### src/rtl/barrel_shifter_pipe.sv
// barrel_shifter_pipe
//
// Pipelined barrel shifter for any power-of-two WIDTH (>= 2). Stage k
// shifts by 2^k when bit k of the amount is set, so a full shift of
// 0..WIDTH-1 takes SW = log2(WIDTH) register stages. Modes are LSL, LSR,
// ASR and ROL. A valid/ready handshake wraps the pipe. The whole pipe
// advances together whenever the output register is empty or being taken.
//
// Ports:
//   clk        clock, rising edge
//   rst        asynchronous active-high reset
//   in_valid   input beat valid
//   in_ready   block accepts a beat this cycle (combinational)
//   in_data    operand, WIDTH bits
//   in_amt     shift amount, SW bits
//   in_mode    00 LSL, 01 LSR, 10 ASR, 11 ROL
//   out_valid  result beat valid
//   out_ready  consumer takes the result this cycle
//   out_data   shifted result
//   out_mode   mode that produced out_data
//   out_zero   out_data == 0, registered alongside the last stage
module barrel_shifter_pipe #(
    parameter int WIDTH = 8,
    parameter int SW    = $clog2(WIDTH)
) (
    input  logic             clk,
    input  logic             rst,
    input  logic             in_valid,
    output logic             in_ready,
    input  logic [WIDTH-1:0] in_data,
    input  logic [SW-1:0]    in_amt,
    input  logic [1:0]       in_mode,
    output logic             out_valid,
    input  logic             out_ready,
    output logic [WIDTH-1:0] out_data,
    output logic [1:0]       out_mode,
    output logic             out_zero
);

    localparam logic [1:0] MODE_LSL = 2'b00;
    localparam logic [1:0] MODE_LSR = 2'b01;
    localparam logic [1:0] MODE_ASR = 2'b10;

    // Per-stage pipeline registers; index k is the output of stage k.
    logic [WIDTH-1:0] data_reg  [SW];
    logic [SW-1:0]    amt_reg   [SW];
    logic [1:0]       mode_reg  [SW];
    logic             valid_reg [SW];
    logic             zero_reg;

    // Single advance enable for the whole pipe: move when the output slot
    // is empty or is being consumed. Bubbles move too, they are not collapsed.
    logic adv;

    assign out_valid = valid_reg[SW-1];
    assign out_data  = data_reg[SW-1];
    assign out_mode  = mode_reg[SW-1];
    assign out_zero  = zero_reg;
    assign adv       = out_ready | ~out_valid;
    assign in_ready  = adv;

    // One fixed-distance shift. For ASR the fill comes from the current MSB;
    // earlier stages never change the MSB in ASR mode, so it is still the
    // operand's original sign bit.
    function automatic logic [WIDTH-1:0] shift_by(
        input logic [WIDTH-1:0] d,
        input logic [1:0]       m,
        input int               s
    );
        logic [WIDTH-1:0] r;
        r = d;
        case (m)
            MODE_LSL: r = d << s;
            MODE_LSR: r = d >> s;
            MODE_ASR: r = $signed(d) >>> s;
            default:  r = (d << s) | (d >> (WIDTH - s));
        endcase
        return r;
    endfunction

    for (genvar gi = 0; gi < SW; gi++) begin : g_stage
        localparam int S = 1 << gi;

        logic [WIDTH-1:0] src_data;
        logic [SW-1:0]    src_amt;
        logic [1:0]       src_mode;
        logic             src_valid;
        logic [WIDTH-1:0] data_next;

        if (gi == 0) begin : g_src_in
            // adv == in_ready here, so in_valid alone decides beat vs bubble.
            assign src_data  = in_data;
            assign src_amt   = in_amt;
            assign src_mode  = in_mode;
            assign src_valid = in_valid;
        end else begin : g_src_prev
            assign src_data  = data_reg[gi-1];
            assign src_amt   = amt_reg[gi-1];
            assign src_mode  = mode_reg[gi-1];
            assign src_valid = valid_reg[gi-1];
        end

        assign data_next = src_amt[gi] ? shift_by(src_data, src_mode, S) : src_data;

        always_ff @(posedge clk or posedge rst) begin
            if (rst) begin
                data_reg[gi]  <= '0;
                amt_reg[gi]   <= '0;
                mode_reg[gi]  <= '0;
                valid_reg[gi] <= 1'b0;
            end else if (adv) begin
                data_reg[gi]  <= data_next;
                amt_reg[gi]   <= src_amt;
                mode_reg[gi]  <= src_mode;
                valid_reg[gi] <= src_valid;
            end
        end

        if (gi == SW - 1) begin : g_zero
            // Zero flag computed from the last stage's next value so it is
            // a flop output, aligned with out_data.
            always_ff @(posedge clk or posedge rst) begin
                if (rst) begin
                    zero_reg <= 1'b0;
                end else if (adv) begin
                    zero_reg <= (data_next == '0);
                end
            end
        end
    end

endmodule

### config.mk
export PLATFORM = sky130hd
export DESIGN_NAME = barrel_shifter_pipe
export DESIGN_NICKNAME = d
export VERILOG_FILES = /design/src/rtl/barrel_shifter_pipe.sv
export SDC_FILE = /design/constraint.sdc
export NUM_CORES = 1
export LEC_CHECK = 0
export ABC_AREA = 1
export BUFFER_PORTS_ARGS = -buffer_cell sky130_fd_sc_hd__buf_2
export CORE_ASPECT_RATIO = 1.4
export CORE_MARGIN = 2
export CORE_UTILIZATION = 25
export CTS_BUF_LIST = sky130_fd_sc_hd__clkbuf_2 sky130_fd_sc_hd__clkbuf_4 sky130_fd_sc_hd__clkbuf_8
export DETAILED_ROUTE_END_ITERATION = 12
export SLEW_MARGIN = 20
export SYNTH_ARGS = -nofsm -noshare
export SYNTH_HDL_FRONTEND = slang
export SYNTH_SLANG_ARGS = --single-unit
### constraint.sdc
create_clock -name clk -period 1.1 [get_ports clk]
set_input_delay 0.11 -clock clk [delete_from_list [all_inputs] [get_ports clk]]
set_output_delay 0.11 -clock clk [all_outputs]
set_load 0.005 [all_outputs]
==> impl_metrics.csv <==
group,metric,value,unit
floorplanning,die_x,78.51,µm
cells_and_area,fillerInstances,778,
global_route,grt_overflow_total,0,
cells_and_area,multi_input_area,997.2,µm²
sta,setup_viol,6,
clock_tree,cts_max_path_buffers,2,
synth,ys_seq_elements,37,
worst_hold_path,hp-class,"input pin to flip-flop",
global_route,first_global_vias,1654,
detailed_routing,drcViolationCount,0,
clock_tree,clockRootBuffer,"clkbuf_8",
worst_setup_path,worstSetupPathType,"flip-flop to flip-flop",
power_and_ir_drop,p_total,6696,µW
synth,syn_inst,242,
power_and_ir_drop,max-vdd-ir-drop,0.0007579,V
floorplanning,die-area,0.008504,mm²
worst_setup_path,path_delay_family,"simple AND/OR/NAND/NOR gates",
cells_and_area,fin_cells,400,
floorplanning,num_io_pins,30,
detailed_routing,avgRoutedWirePerCell,12.09,µm
cells_and_area,postLayoutCoreUtil,0.3673,
worst_setup_path,cp.required,1300,ps
detailed_routing,top_layer,"met4",
sta,min_period,1148,ps
global_route,track_usage,0.1137,
detailed_routing,drt.antenna.violating_nets,0,
detailed_routing,num_vias,1807,
sta,period_share,1.043,
sta,worst_pin_slew,217.8,ps
cells_and_area,fin_nets,316,
synth,ys_seq_area_frac,0.4765,
detailed_routing,drt_iter0_drc,63,
placement,routabilityCongestion,0.7935,
sta,hold_viol_final,0,
cells_and_area,final_common_cell,"nand2_1",
placement,port_buffers,29,
detailed_routing,vias_per_cell,4.518,
clock_tree,h-tree-depth,2,
cells_and_area,area_growth,44.69,%
clock_tree,tritoncts,"yes",
floorplanning,start_util,0.2538,
clock_tree,clock-sinks,37,
clock_tree,clock_latency,300,ps
synth,synth_area,0.001943,mm²
sta,max_freq,871.2,MHz
cells_and_area,diodes,0,
synth,synth.distinct_cells,22,
cells_and_area,seq_area,928.4,µm²
power_and_ir_drop,power_density,2382,mW/mm²
worst_setup_path,crit_slowest_cell,"dfrtp_1",
worst_setup_path,end_kind,"flip-flop",
detailed_routing,route.met2.wl,2.519,mm
synth,syn_area_per_cell,8.029,µm²
worst_setup_path,cp_num_buf_inv,1,
floorplanning,rows,38,
floorplanning,core_area,0.007655,mm²
synth,yosysWarnings,0,
worst_setup_path,crit_arrival,1340,ps
global_route,grt_pass1_wl,7.603,mm
sta,skew,7.748,ps
worst_setup_path,crit_fanout,4,
cells_and_area,final_cell_mix,"nand2_1 (65), dfrtp_1 (35), buf_2 (28)",
cells_and_area,drive_above_1_share,0.4167,
sta,drv_slew,0,
worst_setup_path,cp_common_cell,"nand2_1",
synth,synthesis.nets,259,
placement,place_ws,-37.19,ps
worst_setup_path,start_kind,"flip-flop",
placement,dp_hpwl,3.088,mm
clock_tree,cts_made_buffers,5,
sta,rsz0062_at_grt,"true",
sta,layout_setup_ws,-47.83,ps
detailed_routing,first_pass_iters,4,
sta,finalSetupTns,-158.3,ps
floorplanning,die_h,108.3,µm
global_route,grt_max_degree,38,
clock_tree,path_clk_slew,80,ps
status,violations,"negative setup slack",
global_route,antenna_found_initial,0,
power_and_ir_drop,power_leakage,0.001354,µW
worst_setup_path,path_cells,"inv_1 > nand2_2 > nand2_4 > nand2_1 > nand2_1 > nand2_2 > nand2_1 > nor2_1 > nand2_1 > nand2_1",
job,max_cap_viol_count,0,
detailed_routing,wirelength,4.837,mm
detailed_routing,dr_wl_met3,198,µm
detailed_routing,wl_met1,2.040,mm
sta,max_slew_margin,0.8548,
worst_setup_path,slowest_delay,420,ps
placement,placed_cells,379,
status,outcome,"finished with violations",
area by class of cell:
class                   instances  area share
multi-input cells             168      0.3547
flip-flops and latches         37      0.3302
repair buffers                 60      0.1874
well taps                     100     0.04450
inverters                      27     0.04050
clock buffers                   7     0.03204
clock inverters                 1     0.01068
flip-flops by register name (all words and copies together), names as in the netlist:
| register | count |
|---|---|
| out_mode | 2 |
| g_stage.src_valid | 2 |
| out_zero | 1 |
| g_stage.src_amt | 3 |
| out_valid | 1 |
| g_stage.src_data | 16 |
| g_stage.src_mode | 4 |
| out_data | 8 |
Yosys cell counts, drive strengths merged:
master / n / area, µm²
nand2: 88 / 357.8
dfrtp: 37 / 925.9
inv: 27 / 101.4
o21ai: 21 / 105.1
nor2: 19 / 76.32
o211ai: 15 / 147.6
a31oi: 12 / 75.07
buf: 11 / 75.07
a21oi: 4 / 20.02
a21boi: 2 / 15.01
nand3: 2 / 10.01
or2: 2 / 12.51
a22oi: 1 / 12.51
o221ai: 1 / 8.760
final timing paths:
path / to / from / cells past startpoint / slack, ps
max: out_zero$_DFFE_PP0P_ / g_stage[2].src_mode[1]$_DFFE_PP0P_ / 10 / -50
min: g_stage[1].src_valid$_DFFE_PP0P_ / in_valid / 3 / 20
max reg2reg: out_zero$_DFFE_PP0P_ / g_stage[2].src_mode[1]$_DFFE_PP0P_ / 10 / -50
min reg2reg: out_valid$_DFFE_PP0P_ / g_stage[2].src_valid$_DFFE_PP0P_ / 2 / 450
max in group asynchronous: g_stage[1].src_mode[0]$_DFFE_PP0P_ / rst / 4 / 490
min in group asynchronous: out_valid$_DFFE_PP0P_ / rst / 4 / 400
power by group:
part / internal, µW / switching [µW]
Clock: 764 / 505
Combinational: 1520 / 1580
Sequential: 1890 / 427
per-layer routing:
layer  up-vias  GRT usage
li1        904          -
met1       853     0.1327
met2        41     0.2002
met3         9    0.02755
met4         0    0.04261
met5         -          0
kinds of logic (layout without fill, tap and decap cells):
group	Yosys count	in the layout	synth area share
compound gates	56	56	0.1977
simple gates	111	112	0.2350
buf+inv	38	95	0.09079
flops	37	37	0.4765
through the flow:
step           hold slack (ps)  area [µm²]
2_1_floorplan            226.6        1943
3_3_place_gp             171.1        2306
3_5_place_dp             174.3        2306
4_1_cts                  11.60        2584
5_1_grt                  31.27        2811
6_report                 17.97        2811
timing repair:
| item | CTS | global route |
|---|---|---|
| resized for setup | 18 | 46 |
| setup endpoints to repair | 16 | 31 |
| hold buffers | 1 | 0 |
| endpoints found under the hold margin | 37 | 0 |
| pin swaps | 6 | 15 |
| buffers inserted | 5 | 2 |
| cloned | 2 | 3 |
worst reg2reg max path: cells and delay by family, from the launching register on:
| family | cells | cell delay (ps) |
|---|---|---|
| buffers and inverters | 1 | 110 |
| AND/OR/NAND/NOR | 9 | 520 |
| flip-flops | 1 | 420 |
(Power assumes the default switching activity.)
